===== src/rtl/mem_access_unit_pkg.sv =====
// Shared definitions for the memory access unit: access FSM states and word geometry.
package mem_access_unit_pkg;

  localparam int WORD_BYTES = 4;

  typedef enum logic [1:0] {
    IDLE   = 2'd0,
    ACCESS = 2'd1,
    DONE   = 2'd2
  } mau_state_e;

  // Beat counter width; a single-lane unit still needs one bit to exist.
  function automatic int beatWidth(input int lanes);
    return (lanes > 1) ? $clog2(lanes) : 1;
  endfunction

endpackage


===== src/rtl/mem_access_unit_if.sv =====
// Beat-level memory bus between the access unit (master) and memory (slave).
// Handshake: mem_req is valid; mem_ack is ready. A beat transfers on a cycle with both high;
// the master holds mem_we/mem_addr/mem_wdata stable until then, and read data is valid with mem_ack.
interface mem_access_unit_if #(
  parameter int ADDR_W = 32
);
  logic              mem_req;
  logic              mem_we;
  logic [ADDR_W-1:0] mem_addr;
  logic [31:0]       mem_wdata;
  logic              mem_ack;
  logic [31:0]       mem_rdata;

  modport master (
    output mem_req, mem_we, mem_addr, mem_wdata,
    input  mem_ack, mem_rdata
  );

  modport slave (
    input  mem_req, mem_we, mem_addr, mem_wdata,
    output mem_ack, mem_rdata
  );
endinterface


===== src/rtl/mem_access_unit_reg_rc.sv =====
// Load-data lane registers; one 32-bit lane is written per acknowledged read beat.
module reg_rc #(
  parameter int LANES  = 4,
  parameter int BEAT_W = 2
) (
  input  logic                  clk,
  input  logic                  reset,
  input  logic                  we,
  input  logic [BEAT_W-1:0]     sel,
  input  logic [31:0]           d,
  output logic [32*LANES-1:0]   q
);

  logic [LANES-1:0] laneWe;

  always_comb begin
    laneWe = '0;
    for (int i = 0; i < LANES; i++) begin
      laneWe[i] = we && (sel == BEAT_W'(i));
    end
  end

  always_ff @(posedge clk) begin
    if (reset) begin
      q <= '0;
    end else begin
      for (int i = 0; i < LANES; i++) begin
        if (laneWe[i]) q[32*i +: 32] <= d;
      end
    end
  end

endmodule


===== src/rtl/mem_access_unit.sv =====
// M-stage memory access unit: splits scalar/vector loads and stores into 32-bit beats,
// stalling the pipeline until the last beat is acknowledged.
module mem_access_unit
  import mem_access_unit_pkg::*;
#(
  parameter int LANES  = 4,
  parameter int ADDR_W = 32
) (
  input  logic                clk,
  input  logic                reset,
  input  logic                memtoregM,
  input  logic                memwriteM,
  input  logic                memdataM,
  input  logic [ADDR_W-1:0]   addrM,
  input  logic [32*LANES-1:0] wdataM,
  mem_access_unit_if.master   mem,
  output logic                stallM,
  output logic [32*LANES-1:0] rdataM,
  output mau_state_e          dbgState
);

  localparam int BEAT_W = beatWidth(LANES);

  mau_state_e        state, stateNext;
  logic [BEAT_W-1:0] beat, beatNext;
  logic [BEAT_W-1:0] lastBeat;
  logic              request;
  logic              isRead;
  logic              rdWe;

  assign request  = memtoregM | memwriteM;
  // A combined load+store request is treated purely as a store.
  assign isRead   = memtoregM & ~memwriteM;
  assign lastBeat = memdataM ? BEAT_W'(LANES - 1) : '0;
  assign dbgState = state;

  always_ff @(posedge clk) begin
    if (reset) begin
      state <= IDLE;
      beat  <= '0;
    end else begin
      state <= stateNext;
      beat  <= beatNext;
    end
  end

  always_comb begin
    stateNext     = state;
    beatNext      = beat;
    stallM        = 1'b0;
    rdWe          = 1'b0;
    mem.mem_req   = 1'b0;
    mem.mem_we    = 1'b0;
    mem.mem_addr  = '0;
    mem.mem_wdata = '0;
    unique case (state)
      IDLE: begin
        // Held in reset, no access can start, so the pipeline is not stalled.
        if (request && !reset) begin
          stallM    = 1'b1;
          stateNext = ACCESS;
          beatNext  = '0;
        end
      end
      ACCESS: begin
        stallM        = 1'b1;
        mem.mem_req   = 1'b1;
        mem.mem_we    = memwriteM;
        mem.mem_addr  = addrM + ADDR_W'(beat) * ADDR_W'(WORD_BYTES);
        mem.mem_wdata = wdataM[32*beat +: 32];
        if (mem.mem_ack) begin
          rdWe = isRead;
          if (beat == lastBeat) stateNext = DONE;
          else                  beatNext  = beat + 1'b1;
        end
      end
      DONE: begin
        stateNext = IDLE;
      end
      default: begin
        stateNext = IDLE;
      end
    endcase
  end

  reg_rc #(
    .LANES  (LANES),
    .BEAT_W (BEAT_W)
  ) u_reg_rc (
    .clk   (clk),
    .reset (reset),
    .we    (rdWe),
    .sel   (beat),
    .d     (mem.mem_rdata),
    .q     (rdataM)
  );

endmodule


===== src/flat_wrapper.sv =====
// flat-port wrapper written by rule: the top's interface ports become plain ports
module mem_access_unit_flat import mem_access_unit_pkg::*;
#(
  parameter int LANES  = 4,
  parameter int ADDR_W = 32
)
  (clk, reset, memtoregM, memwriteM, memdataM, addrM, wdataM, stallM, rdataM, dbgState, mem_mem_req, mem_mem_we, mem_mem_addr, mem_mem_wdata, mem_mem_ack, mem_mem_rdata);
  mem_access_unit_if #(.ADDR_W(ADDR_W)) mem_i ();
  input  logic clk;
  input  logic reset;
  input  logic memtoregM;
  input  logic memwriteM;
  input  logic memdataM;
  input  logic [ADDR_W-1:0] addrM;
  input  logic [32*LANES-1:0] wdataM;
  output logic stallM;
  output logic [32*LANES-1:0] rdataM;
  output mau_state_e dbgState;
  output wire logic [$bits(mem_i.mem_req)-1:0] mem_mem_req;
  output wire logic [$bits(mem_i.mem_we)-1:0] mem_mem_we;
  output wire logic [$bits(mem_i.mem_addr)-1:0] mem_mem_addr;
  output wire logic [$bits(mem_i.mem_wdata)-1:0] mem_mem_wdata;
  input wire logic [$bits(mem_i.mem_ack)-1:0] mem_mem_ack;
  input wire logic [$bits(mem_i.mem_rdata)-1:0] mem_mem_rdata;
  assign mem_mem_req = mem_i.mem_req;
  assign mem_mem_we = mem_i.mem_we;
  assign mem_mem_addr = mem_i.mem_addr;
  assign mem_mem_wdata = mem_i.mem_wdata;
  assign mem_i.mem_ack = mem_mem_ack;
  assign mem_i.mem_rdata = mem_mem_rdata;
  mem_access_unit #(.LANES(LANES), .ADDR_W(ADDR_W)) u_core (.clk(clk), .reset(reset), .memtoregM(memtoregM), .memwriteM(memwriteM), .memdataM(memdataM), .addrM(addrM), .wdataM(wdataM), .mem(mem_i), .stallM(stallM), .rdataM(rdataM), .dbgState(dbgState));
endmodule

===== config.mk =====
export PLATFORM = sky130hd
export DESIGN_NAME = mem_access_unit_flat
export DESIGN_NICKNAME = d
export VERILOG_FILES = /design/src/rtl/mem_access_unit_pkg.sv /design/src/rtl/mem_access_unit_if.sv /design/src/rtl/mem_access_unit_reg_rc.sv /design/src/rtl/mem_access_unit.sv /design/src/flat_wrapper.sv
export SDC_FILE = /design/constraint.sdc
export NUM_CORES = 1
export LEC_CHECK = 0
export CAP_MARGIN = 0
export CORE_AREA = 2 2 155 157
export CTS_CLUSTER_SIZE = 28
export DETAILED_ROUTE_END_ITERATION = 6
export DIE_AREA = 0 0 157 159
export GPL_ROUTABILITY_DRIVEN = 0
export PLACE_DENSITY = 0.66
export SETUP_SLACK_MARGIN = 0.05
export SKIP_LAST_GASP = 1
export SLEW_MARGIN = 20
export SYNTH_ARGS = -nofsm -noshare
export SYNTH_HDL_FRONTEND = slang
export SYNTH_SLANG_ARGS = --single-unit
export TNS_END_PERCENT = 5

===== constraint.sdc =====
create_clock -name clk -period 2.8 [get_ports clk]
set_input_delay 0.56 -clock clk [delete_from_list [all_inputs] [get_ports clk]]
set_output_delay 0.56 -clock clk [all_outputs]
set_load 0.01 [all_outputs]

# Word level (Yosys, flattened, before mapping)
# Index checks and enable logic that the tools add are counted.
# totals
out_inout_bits	197
wordCells	49
reg_bits	132
# classes
muxes	17
add_sub_neg	2
bitwise	3
n_eq_ne	9
reduce_logical	11
shift	1
# op_table
cell	n
variable part select 128 x 8 -> 32 bit	1
2-to-1 mux 32 bit	2
adder 32 x 4 -> 32 bit	1
2-to-1 mux 2 bit	7
case mux 2 bit (2 select lines)	2
logical AND 1 bit	5
2-to-1 mux 1 bit	5
equality test 2 x 1 -> 1 bit (second input constant)	2
equality test 2 bit (second input constant)	2
logical NOT 2 bit	2
!= test 2 x 1 -> 1 bit (second input constant)	2
!= test 2 bit (second input constant)	2
AND reduction 4 bit	1
AND reduction 3 bit	1
adder 2 x 1 -> 2 bit (second input constant)	1
equality test 2 bit	1
case mux 1 bit (2 select lines)	1
nonzero test 2 bit	1
AND 1 bit	1
logical NOT 1 bit	1
NOT 1 bit	1
OR 1 bit	1

# Depth between registers and ports, before layout
# Gate-level depths: netlist of the first run.
# logic_depth
word_depth	5
ltp_mapped	9
ltp_nobuf	6

# Hierarchy
# From an unflattened synthesis of the first run, not the netlist that was laid out.
# hier_totals
cells_unflattened	700
hier_area_um2	7138.1
# modules_own_cells
module	area_each_um2	seq_area_each_um2	n_inst	cells_per_inst
reg_rc	5063.6	2562.5	1	454
mem_access_unit	2074.5	80.1	1	246

# Worst setup path after synthesis of the first run
# No wires, ideal clock.
# synth_path
kind	input to output
from	input addrM[2]
to	output mem_mem_addr[24]
arrival_time_ns	2.330
path_slack_ns	-0.090
stages	7
n_path_buf	1
cell_sequence	ha_1 -> fa_1 -> nand4_2 -> or3_1 -> clkbuf_1 -> or4_1 -> a21oi_1
# synth_via
elab_chain_cells	2
# synth_rtl
element	line_no	rtl
start: declaration	flat_wrapper.sv:14	input logic [ADDR_W-1:0] addrM;
adder 32 x 4 -> 32 bit	mem_access_unit.sv:69	mem.mem_addr = addrM + ADDR_W'(beat) * ADDR_W'(WORD_BYTES);
2-to-1 mux 32 bit	mem_access_unit.sv:56	unique case (state)
end: declaration	flat_wrapper.sv:21	output wire logic [$bits(mem_i.mem_addr)-1:0] mem_mem_addr;
# No other way between the ends.

# Worst setup path after layout of the first run
# layout_path
from	register u_core.beat[0]
to	output mem_mem_addr[20]
# layout_via
elab_chain_cells	2
# layout_rtl
element	line_no	rtl
start: declaration	mem_access_unit.sv:25	logic [BEAT_W-1:0] beat, beatNext;
start signal: assignment	mem_access_unit.sv:43	beat <= beatNext;
adder 32 x 4 -> 32 bit	mem_access_unit.sv:69	
2-to-1 mux 32 bit	mem_access_unit.sv:56	
# No other way between the ends.

==> results of run 1 <==
==> sequential cells by signal, indices dropped and copies added, names as in the netlist <==
register           cells
u_core.u_reg_rc.q    128
u_core.beat            2
u_core.dbgState        2
==> metal layers <==
metal	wire (microns)	vias to the layer above
met5	50	-
met4	733	8
met3	2868	45
met2	12890	328
met1	12140	3569
li1	-	3626
==> cell type report <==
type / count / area [sq um]
Fill cell: 2155 / 11330
Timing Repair Buffer: 460 / 4461
Multi-Input combinational cell: 609 / 3650
Sequential cell: 132 / 2650
Clock buffer: 25 / 515.5
Tap cell: 319 / 399.1
Clock inverter: 7 / 141.4
Inverter: 8 / 30.03
Antenna cell: 5 / 12.51
==> kinds of logic (layout without fill, tap and decap cells) <==
kind of cell	count (synthesis)	after routing
and+or+nand+nor	391	391
AOI/OAI and AO/OA	171	171
DFF	132	132
buffers and inverters	73	500
muxes	34	34
adders and majority gates	7	7
xor gates and xnor gates	6	6
other	0	5
==> worst register-to-register path, delay by kind of cell, from the launching register on <==
family | cells | cell delay [ns]
buf+inv | 3 | 1.03
flops | 1 | 0.39
fa+ha+maj | 1 | 0.23
simple gates | 2 | 0.19
compound gates | 1 | 0.18
==> power groups by stage <==
stage / clock network (W) / registers, W / logic, W
2_1_floorplan: 0 / 0.00194 / 0.000281
3_3_place_gp: 0 / 0.00194 / 0.000860
3_5_place_dp: 0 / 0.00194 / 0.000867
4_1_cts: 0.00250 / 0.00190 / 0.000853
5_1_grt: 0.00258 / 0.00190 / 0.000911
6_report: 0.00245 / 0.00190 / 0.000854
==> through the flow <==
| stage | utilization | cell area (sq um) |
|---|---|---|
| global placement | 0.4796 | 11120 |
| floorplan | - | 6543 |
| finish | 0.5113 | 11860 |
| global route | 0.5109 | 11850 |
| CTS | 0.5083 | 11790 |
| detailed placement | 0.4796 | 11120 |
==> cells in the final DEF, fill, tap and decap left out, types with 3 or more instances in the layout <==
master and count:
sky130_fd_sc_hd__bufinv_16 4, sky130_fd_sc_hd__buf_2 11, sky130_fd_sc_hd__nand2b_1 3, sky130_fd_sc_hd__o31ai_1 9, sky130_fd_sc_hd__and3_1 5, sky130_fd_sc_hd__dfxtp_1 130
sky130_fd_sc_hd__xnor2_1 5, sky130_fd_sc_hd__and2_1 38, sky130_fd_sc_hd__nand3_1 11, sky130_fd_sc_hd__a21oi_2 5, sky130_fd_sc_hd__a21oi_1 141, sky130_fd_sc_hd__o21ai_0 8
sky130_fd_sc_hd__nand2_1 273, sky130_fd_sc_hd__nor2_1 15, sky130_fd_sc_hd__clkdlybuf4s15_2 3, sky130_fd_sc_hd__clkbuf_16 17, sky130_fd_sc_hd__nor3_1 5, sky130_fd_sc_hd__diode_2 5
sky130_fd_sc_hd__or4_4 5, sky130_fd_sc_hd__and4_2 3, sky130_fd_sc_hd__nand4_1 10, sky130_fd_sc_hd__or4_1 7, sky130_fd_sc_hd__or3_1 3, sky130_fd_sc_hd__clkdlybuf4s50_1 359
sky130_fd_sc_hd__mux4_2 32, sky130_fd_sc_hd__clkbuf_8 6, sky130_fd_sc_hd__buf_12 6, sky130_fd_sc_hd__ha_1 4, sky130_fd_sc_hd__dlygate4sd2_1 16, sky130_fd_sc_hd__inv_1 7
sky130_fd_sc_hd__buf_4 58
==> how the worst max path moves through the flow <==
stage,start,endpoint,slack [ns],cells after the start
6_report,u_core.beat[0]$_SDFFE_PP0P_,mem_mem_addr[20],-0.31,8
5_1_grt,u_core.beat[0]$_SDFFE_PP0P_,mem_mem_addr[20],-0.40,8
4_1_cts,u_core.beat[0]$_SDFFE_PP0P_,mem_mem_addr[20],-0.34,8
3_5_place_dp,addrM[2],mem_mem_addr[18],-1.08,8
3_3_place_gp,addrM[2],mem_mem_addr[16],-1.06,8
2_1_floorplan,addrM[2],mem_mem_addr[24],0.01,7
==> cells in the mapped netlist (2+ instances only) <==
cell                         n
sky130_fd_sc_hd__nand2_1   273
sky130_fd_sc_hd__a21oi_1   146
sky130_fd_sc_hd__dfxtp_1   132
sky130_fd_sc_hd__clkbuf_1   58
sky130_fd_sc_hd__and2_1     38
sky130_fd_sc_hd__mux4_2     32
sky130_fd_sc_hd__nor2_1     15
sky130_fd_sc_hd__nand3_1    12
sky130_fd_sc_hd__or4_1      11
sky130_fd_sc_hd__nand4_1    10
sky130_fd_sc_hd__o31ai_1     9
sky130_fd_sc_hd__o21ai_0     8
sky130_fd_sc_hd__inv_1       7
sky130_fd_sc_hd__ha_1        6
sky130_fd_sc_hd__and3_1      5
sky130_fd_sc_hd__nor3_1      5
sky130_fd_sc_hd__or3_1       5
sky130_fd_sc_hd__xnor2_1     5
sky130_fd_sc_hd__and4_2      3
sky130_fd_sc_hd__buf_2       3
sky130_fd_sc_hd__clkbuf_8    3
sky130_fd_sc_hd__nand2b_1    3
sky130_fd_sc_hd__nor4_1      2
sky130_fd_sc_hd__o211ai_1    2
sky130_fd_sc_hd__o311ai_0    2
sky130_fd_sc_hd__or3_2       2
==> timing repair <==
action	CTS	global route
hold buffers	0	0
setup buffers	5	2
pin swaps	12	5
resized for setup	85	13
endpoints found under the setup margin	61	61
==> results.txt, run 1 <==
----------------------------------------------------
[Status]
  Status ... finished with violations
  Violated checks ... setup timing

[CTS]
  CTS tree ... yes
  Maximum clock path buffer count ... 2
  Number of clock sinks ... about 130
  Clock transition at path regs ... about 0.060 ns
  Later-pin clock latency in the skew report ... 0.41 ns
  Number of buffers added by the clock tree synthesis step ... 17
  Cell at the root of the clock tree ... sky130_fd_sc_hd__clkbuf_16
  CTS H-tree depth ... 4

[Floorplanning]
  Area of the placeable core ... 23,190 sq um
  Number of placed I/O pins ... 395
  DIE AREA ... between 20,000 and 25,000 sq um
  Count of standard-cell rows ... 56
  Height of the die ... 159 microns
  Effective utilization at floorplan ... 0.2805
  Die extent in x ... 157 microns

[STA]
  Worst path setup slack after routing ... -0.3142 ns
  Setup TNS Final ... -9.539 ns
  Period Utilization, post-route ... 1.112
  Total of endpoints with negative setup slack in the final report ... 57
  Number of hold violations in the final report ... 0
  Worst-Margin Slew ... 0.8243 ns
  Final critical delay including setup and external delays ... 3.114 ns
  Number of max-slew violations in the final report ... 0
  Worst rel slew slack ... 0.4504
  Post-route worst hold slack ... 0.4508 ns
  Worst-case clock skew ... 0.006676 ns
  RSZ-0062 raised after global routing ... yes
  Max Clock Freq ... 321.1 MHz

[Global routing]
  First-pass GRT wire length ... between 40 and 50 mm
  Antenna violations before repair ... 9
  Pin count of the biggest net entering global routing ... 76
  Total global routing overflow ... 0
  Met1 demand-to-capacity share in global routing ... 0.2928
  Met2 Use GR ... 0.3439
  Met3 global-route usage ... 0.08928
  Via count of the first global-routing pass ... between 7,000 and 8,000
  Total Routing Usage GR ... 0.2255
  Top Usage Layer GRT ... met2

[Min path]
  Cell count of the worst hold path ... 2
  Hold EP ... u_core.u_reg_rc.q[14]$_SDFFE_PP0P_
  Hold Path Origin ... u_core.u_reg_rc.q[14]$_SDFFE_PP0P_
  Type of the worst min-delay path ... reg -> reg

[Drt]
  Number of vias in the routed layout ... 7,576
  Count of nets left with antenna violations after detail routing ... 0
  Routed wire length ... approximately 29 mm
  Wirelength per Cell ... 18.32 microns
  Number of DRC markers after the initial detailed-route iteration ... 480
  Number of design rule violations left after detail routing ... 0
  First-pass DRT Iterations ... 5
  Vias per cell ... between 4 and 5

[Setup path]
  Delay of the slowest cell on the worst path ... 0.52 ns
  Crit-path leading delay family ... simple AND/OR/NAND/NOR gates
  Crit Path Category ... reg -> out
  Peak fanout along the critical path ... 5
  Slowest stage cell, crit path ... sky130_fd_sc_hd__or4_4
  Number of buffer and inverter instances along the worst setup path ... 2
  Critical Path AT ... 2.55 ns
  Startpoint of the lowest-slack register-to-register path ... u_core.beat[1]$_SDFFE_PP0P_
  Required arrival time at the worst endpoint ... between 2 and 2.5 ns
  Worst-case register-to-register setup slack ... 0.71 ns
  Endpoint of the lowest-slack register-to-register path ... u_core.u_reg_rc.q[4]$_SDFFE_PP0P_
  Startpoint Class ... flop
  Critical-path cell list ... ha_4 > fa_2 > nand4_4 > or4_4 > buf_6 > or4_1 > nand2_1 > buf_2
  R2r worst-path depth ... 7
  CP endpoint kind ... output port

[Yosys]
  Fraction of the mapped netlist area in adder cells ... 0.01462
  Proportion of netlist area held by the largest area contributor ... 0.4062
  Share of async-settable or async-resettable flops after synthesis ... 0
  Mux share of post-synthesis cell area ... 0.1140
  Yosys warning count ... 0
  Simple-gate share of the synthesized area ... 0.2694
  Cell types with the largest area share after synthesis ... sky130_fd_sc_hd__dfxtp_1, sky130_fd_sc_hd__nand2_1, sky130_fd_sc_hd__a21oi_1
  Syn Nets ... around 1,000
  Synth Area per Inst ... 7.993 sq um
  Top_reg_cell synth ... sky130_fd_sc_hd__dfxtp_1
  Share of the synthesized netlist area taken by xor and xnor gates ... 0.008077
  Post-synthesis compound-gate area fraction ... 0.1392
  Count of distinct cell types in the synthesized netlist ... 43
  Count of flip-flops with a built-in enable after synthesis ... 0
  Largest family of logic cells by synthesized area ... simple AND/OR/NAND/NOR gates
  Cell type with the largest total area after synthesis ... sky130_fd_sc_hd__dfxtp_1
  Post-synthesis register bit count ... 132
  Area of the mapped netlist ... 6506 sq um
  Portion of the post-synthesis area used by sequential elements ... 0.4062
  Synthesized instance count ... 814

[Pwr]
  Proportion of total power due to net switching ... 0.2253
  Comb pwr share ... 0.164
  Worst-case vdd ir drop ... around 370 uV
  Power share of the clock group ... 0.471
  Power density over cell area ... approximately 440 nW/um^2
  Static leakage ... 4.118 nW
  Internal power of the cells ... 0.004027 W
  Power share of the sequential group ... 0.365
  Power after layout ... 0.005198 W
  Switch Pwr ... 0.001171 W

[Placed design]
  Port Buf Inserts ... between 300 and 400
  Setup Slack @ Placement ... -1.080 ns
  Post-placement cell count ... 1,521
  Post-detail-place hpwl ... 21.07 mm

[Final layout]
  Number of standard cells in the final layout excluding fillers ... 1,565
  Net count, final ... 1,433
  Share of post-route cells with drive strength above 1 ... 0.1394
  Synthesis-to-finish area growth ... 82.27%

[Flow run]
  Max-capacitance violation count ... 0

----------------------------------------------------
No activity file was read; power rests on OpenSTA's default activity.
==> run 2, diff against run 1 <==
Settings changed: PLACE_DENSITY 0.66 to not set.
Clock period 2.8 ns to 2.9 ns, I/O delays scaled along.
==> results.txt, run 2 (same netlist as run 1, synthesis figures left out) <==
----------------------------------------------------
[STA]
  Worst path setup slack after routing ... -0.2321 ns
  Worst rel slew slack ... 0.4980
  Max Clock Freq ... 319.3 MHz
  Number of max-slew violations in the final report ... 0
  Period Utilization, post-route ... 1.080
  Setup TNS Final ... -4.344 ns
  Worst-case clock skew ... 0.01349 ns
  Total of endpoints with negative setup slack in the final report ... 56
  Worst-Margin Slew ... 0.7531 ns
  RSZ-0062 raised after global routing ... yes
  Final critical delay including setup and external delays ... 3.132 ns
  Number of hold violations in the final report ... 0

[Pwr]
  Power density over cell area ... 419.5 nW/um^2
  Worst-case vdd ir drop ... 363.1 uV
  Static leakage ... 4.118 nW
  Power after layout ... 0.004965 W

[Flow run]
  Max-capacitance violation count ... 0

[Final layout]
  Largest reg by FF count ... u_core.u_reg_rc.q
  Net count, final ... 1,439
  Synthesis-to-finish area growth ... 81.92%
  Most frequent cells in the layout ... sky130_fd_sc_hd__clkdlybuf4s50_1, sky130_fd_sc_hd__nand2_1, sky130_fd_sc_hd__a21oi_1
  Number of filler instances in the final layout ... 2,214
  Multi-input gate area ... 3674 sq um
  Most frequent standard cell in the layout excluding fill and tap cells ... sky130_fd_sc_hd__clkdlybuf4s50_1
  Storage cell area ... 2650 sq um
  Max FFs per register ... 128
  Share of post-route cells with drive strength above 1 ... 0.1500

[CTS]
  Maximum clock path buffer count ... 2
  Cell at the root of the clock tree ... sky130_fd_sc_hd__clkbuf_16
  Number of buffers added by the clock tree synthesis step ... 17
  Clock transition at path regs ... 0.06 ns
  Hold buffer count at CTS ... 0
  Number of clock sinks ... 132
  CTS tree ... yes
  CTS H-tree depth ... 4
  Later-pin clock latency in the skew report ... 0.42 ns

[Global routing]
  Total global routing overflow ... 0
  Antenna violations before repair ... 11
  Via count of the first global-routing pass ... 7,227
  Total Routing Usage GR ... 0.2324
  Pin count of the biggest net entering global routing ... 70
  First-pass GRT wire length ... ~44 mm

[Setup path]
  Number of buffer and inverter instances along the worst setup path ... 3
  Critical-path cell list ... clkdlybuf4s50_1 > nand2_1 > or4_4 > buf_6 > or3_1 > a21oi_2 > buf_2
  R2r worst-path depth ... 7
  Required arrival time at the worst endpoint ... 2.32 ns
  CP endpoint kind ... output port
  Delay of the slowest cell on the worst path ... 0.59 ns
  Crit-path leading delay family ... simple AND/OR/NAND/NOR gates
  Crit Path Category ... in -> out
  Worst-case register-to-register setup slack ... 0.80 ns
  Peak fanout along the critical path ... 4
  Number of logic stages on the critical path including buffering ... 7
  Slowest stage cell, crit path ... sky130_fd_sc_hd__or4_4
  Startpoint Class ... primary input
  Critical Path AT ... 2.55 ns

[Floorplanning]
  Number of placed I/O pins ... 395
  DIE AREA ... roughly 25,000 sq um
  Height of the die ... 159 microns
  Area of the placeable core ... 23,190 sq um
  Count of standard-cell rows ... 56
  Die extent in x ... ~160 microns
  Effective utilization at floorplan ... 0.2805

[Drt]
  Count of nets left with antenna violations after detail routing ... 0
  Number of design rule violations left after detail routing ... 0
  First-pass DRT Iterations ... 5
  Wirelength per Cell ... ~19 microns
  Number of vias in the routed layout ... 7,553
  Vias per cell ... about 4.8
  Number of DRC markers after the initial detailed-route iteration ... roughly 400
  Routed wire length ... a little under 30 mm

[Placed design]
  Post-detail-place hpwl ... approximately 22 mm
  Port Buf Inserts ... 394

[Min path]
  Cell count of the worst hold path ... 2
  Type of the worst min-delay path ... reg -> reg

[Status]
  Violated checks ... setup timing
  Status ... finished with violations

----------------------------------------------------
-- run 2: stage by stage --
stage               std cells  hold WS, ns  utilization  area, sq um  setup slack (ns)
floorplan                 814       0.4805            -         6543           0.07050
global placement         1526       0.4403       0.4796        11120           -0.9999
detailed placement       1526       0.4453       0.4796        11120            -1.034
CTS                      1565       0.4532       0.5092        11810           -0.2171
global route             1569       0.4669       0.5099        11830           -0.2704
finish                   1573       0.4520       0.5104        11840           -0.2321
-- run 2: where the power goes --
part	total (W)	internal (W)	switching [W]	leakage, nW
clock network	0.00231	0.00148	0.000829	0.305
registers	0.00183	0.00182	0.00000863	1.06
logic	0.000823	0.000482	0.000341	2.75
total	0.00496	0.00379	0.00118	4.12
-- run 2: path summary, 6_finish.rpt --
check,from,endpoint
worst max register to register,u_core.beat[1]$_SDFFE_PP0P_,u_core.u_reg_rc.q[35]$_SDFFE_PP0P_
worst min-delay path,u_core.u_reg_rc.q[9]$_SDFFE_PP0P_,u_core.u_reg_rc.q[9]$_SDFFE_PP0P_
worst min register to register,u_core.u_reg_rc.q[9]$_SDFFE_PP0P_,u_core.u_reg_rc.q[9]$_SDFFE_PP0P_
worst max-delay path,addrM[12],mem_mem_addr[18]
-- run 2: cell type report --
type                            instances  share of cell area
Antenna cell                            7            0.001480
Tap cell                              319             0.03372
Sequential cell                       132              0.2239
Clock inverter                         13             0.01522
Clock buffer                           19             0.03827
Timing Repair Buffer                  465              0.3745
Inverter                                8            0.002537
Multi-Input combinational cell        610              0.3104
-- run 2: tightest hold or removal path: cells and delay by family (launching register included) --
kind,cells,cell delay (ns)
flip-flops,1,0.31
AND/OR/NAND/NOR,1,0.05
AO/OA/AOI/OAI,1,0.05
-- run 2: metal layers --
metal	GRT usage	vias to the layer above	wire (microns)
met5	0	-	70
met4	0.06714	10	662
met3	0.08873	47	2813
met2	0.3626	290	13500
met1	0.2986	3563	12750
li1	-	3643	-
-- run 2: what timing repair did --
action                                  in CTS  in global routing
resized for setup                           97                 11
pin swaps                                   18                  5
endpoints found under the setup margin      61                 62
setup buffers                                6                  1
cloned                                       1                  0
==> run 3, diff against run 2 <==
Clock period 2.9 ns to 3.51 ns, I/O delays scaled along.
==> results.txt, run 3 (same netlist as run 1, synthesis figures left out) <==
----------------------------------------------------
[STA]
  Final critical delay including setup and external delays ... 3.678 ns
  Worst-case clock skew ... 0.009219 ns
  Post-route worst hold slack ... ~0.45 ns
  Max Clock Freq ... 271.9 MHz
  Number of hold violations in the final report ... 0
  RSZ-0062 raised after global routing ... yes
  Worst rel slew slack ... 0.3702
  Worst-Margin Slew ... 0.9447 ns
  Period Utilization, post-route ... 1.048
  Number of max-slew violations in the final report ... 0
  Setup TNS Final ... -1.723 ns
  Total of endpoints with negative setup slack in the final report ... 17
  Worst path setup slack after routing ... -0.1681 ns

[Placed design]
  Port Buf Inserts ... approximately 390
  Cell area after placement ... 10,970 sq um
  Post-detail-place hpwl ... between 20 and 25 mm

[Global routing]
  Via count of the first global-routing pass ... 6,862
  Total global routing overflow ... 0
  Total Routing Usage GR ... 0.2309
  First-pass GRT wire length ... 43.67 mm
  Pin count of the biggest net entering global routing ... roughly 90
  Antenna violations before repair ... 5

[CTS]
  Number of buffers added by the clock tree synthesis step ... 17
  CTS H-tree depth ... 4
  Cell at the root of the clock tree ... sky130_fd_sc_hd__clkbuf_16
  Maximum clock path buffer count ... 2
  Clock transition at path regs ... 0.06 ns
  CTS tree ... yes
  Number of clock sinks ... 132
  Later-pin clock latency in the skew report ... 0.42 ns

[Final layout]
  Share of post-route cells with drive strength above 1 ... 0.1200
  Net count, final ... approximately 1,400
  Largest reg by FF count ... u_core.u_reg_rc.q
  Post-route cell area ... 11,690 sq um
  Most frequent cells in the layout ... sky130_fd_sc_hd__clkdlybuf4s50_1, sky130_fd_sc_hd__nand2_1, sky130_fd_sc_hd__a21oi_1
  Multi-input gate area ... 3598 sq um
  Synthesis-to-finish area growth ... 79.60%
  Most frequent standard cell in the layout excluding fill and tap cells ... sky130_fd_sc_hd__clkdlybuf4s50_1
  Number of filler instances in the final layout ... ~2,200
  Storage cell area ... roughly 2600 sq um
  Max FFs per register ... ~130
  Post-layout utilization of the core ... 0.5038

[Setup path]
  Critical Path AT ... 2.98 ns
  Startpoint Class ... primary input
  Crit Path Category ... in -> out
  Required arrival time at the worst endpoint ... between 2 and 3 ns
  Peak fanout along the critical path ... 5
  CP endpoint kind ... output port

[Drt]
  Vias per cell ... around 4.8
  Number of vias in the routed layout ... ~7,400
  First-pass DRT Iterations ... 5
  Number of design rule violations left after detail routing ... 0
  Number of DRC markers after the initial detailed-route iteration ... 413
  Wirelength per Cell ... ~19 microns
  Routed wire length ... 29.62 mm
  Count of nets left with antenna violations after detail routing ... 0

[Flow run]
  Max-capacitance violation count ... 0

[Pwr]
  Static leakage ... 4.040 nW
  Power after layout ... around 0.0042 W
  Power density over cell area ... 355.7 nW/um^2
  Worst-case vdd ir drop ... about 300 uV

[Status]
  Status ... finished with violations
  Violated checks ... setup timing

[Floorplanning]
  DIE AREA ... approximately 25,000 sq um
  Die extent in x ... 157 microns
  Number of placed I/O pins ... 395
  Area of the placeable core ... 23,190 sq um
  Effective utilization at floorplan ... 0.2805
  Count of standard-cell rows ... 56
  Height of the die ... 159 microns

[Min path]
  Type of the worst min-delay path ... reg -> reg

----------------------------------------------------
## run 3: cell count changes in the layout (fill, tap and decap cells not counted), moves of 4 or more
cell / previous run / this run
sky130_fd_sc_hd__a21oi_2: 6 / 0
sky130_fd_sc_hd__clkdlybuf4s50_1: 359 / 371
sky130_fd_sc_hd__diode_2: 7 / 2
sky130_fd_sc_hd__buf_2: 14 / 2
sky130_fd_sc_hd__buf_4: 65 / 59
sky130_fd_sc_hd__a21oi_1: 140 / 146
sky130_fd_sc_hd__or4_4: 7 / 2
sky130_fd_sc_hd__or4_1: 6 / 10
## run 3: critical path, cell delays in order
cell	delay (ns)
sky130_fd_sc_hd__clkdlybuf4s50_1	0.52
sky130_fd_sc_hd__ha_4	0.16
sky130_fd_sc_hd__fa_2	0.20
sky130_fd_sc_hd__nand4_2	0.10
sky130_fd_sc_hd__or4_4	0.54
sky130_fd_sc_hd__or3_1	0.32
sky130_fd_sc_hd__a21oi_1	0.14
sky130_fd_sc_hd__dlygate4sd2_1	0.29
## run 3: stage by stage
step,worst slack [ns],std cells
after floorplan,0.3360,814
after global placement,-0.6855,1514
after detailed placement,-0.7001,1514
after CTS,-0.1921,1551
after global routing,-0.2347,1552
final,-0.1681,1554
## run 3: layout make-up
type | count | share of cell area
clock inverter | 15 | 0.01949
tap | 319 | 0.03416
timing repair buffer | 452 | 0.3726
inverter | 8 | 0.002570
antenna | 2 | 0.0004283
multi-input combinational | 609 | 0.3080
clock buffer | 17 | 0.03641
sequential | 132 | 0.2264
## run 3: final timing paths
path	start	endpoint	slack [ns]	depth (start not counted)
hold reg to reg	u_core.u_reg_rc.q[64]$_SDFFE_PP0P_	u_core.u_reg_rc.q[64]$_SDFFE_PP0P_	0.45	2
setup reg to reg	u_core.dbgState[1]$_SDFFE_PP0P_	u_core.u_reg_rc.q[110]$_SDFFE_PP0P_	1.30	7
hold / removal	u_core.u_reg_rc.q[64]$_SDFFE_PP0P_	u_core.u_reg_rc.q[64]$_SDFFE_PP0P_	0.45	2
setup / recovery	addrM[2]	mem_mem_addr[18]	-0.17	8
## run 3: power breakdown
| group | switching (W) | leakage (nW) | internal (W) |
|---|---|---|---|
| sequential | 0.00000684 | 1.06 | 0.00151 |
| combinational | 0.000277 | 2.67 | 0.000398 |
| clock | 0.000703 | 0.303 | 0.00127 |
| total | 0.000987 | 4.04 | 0.00317 |
## run 3: per-layer routing
| layer | global-route usage | vias up | part of all wire | wire length [microns] |
|---|---|---|---|---|
| li1 | - | 3613 | - | - |
| met1 | 0.3076 | 3494 | 0.43 | 12680 |
| met2 | 0.3571 | 299 | 0.46 | 13620 |
| met3 | 0.08601 | 34 | 0.096 | 2846 |
| met4 | 0.04962 | 2 | 0.015 | 458 |
| met5 | 0 | - | 0.00044 | 13 |
## run 3: timing repair
action	in CTS	in global routing
setup buffers	5	1
setup endpoints to repair	24	38
hold buffers	0	0
endpoints found under the hold margin	0	0
pin swaps	5	1
resized for setup	36	6
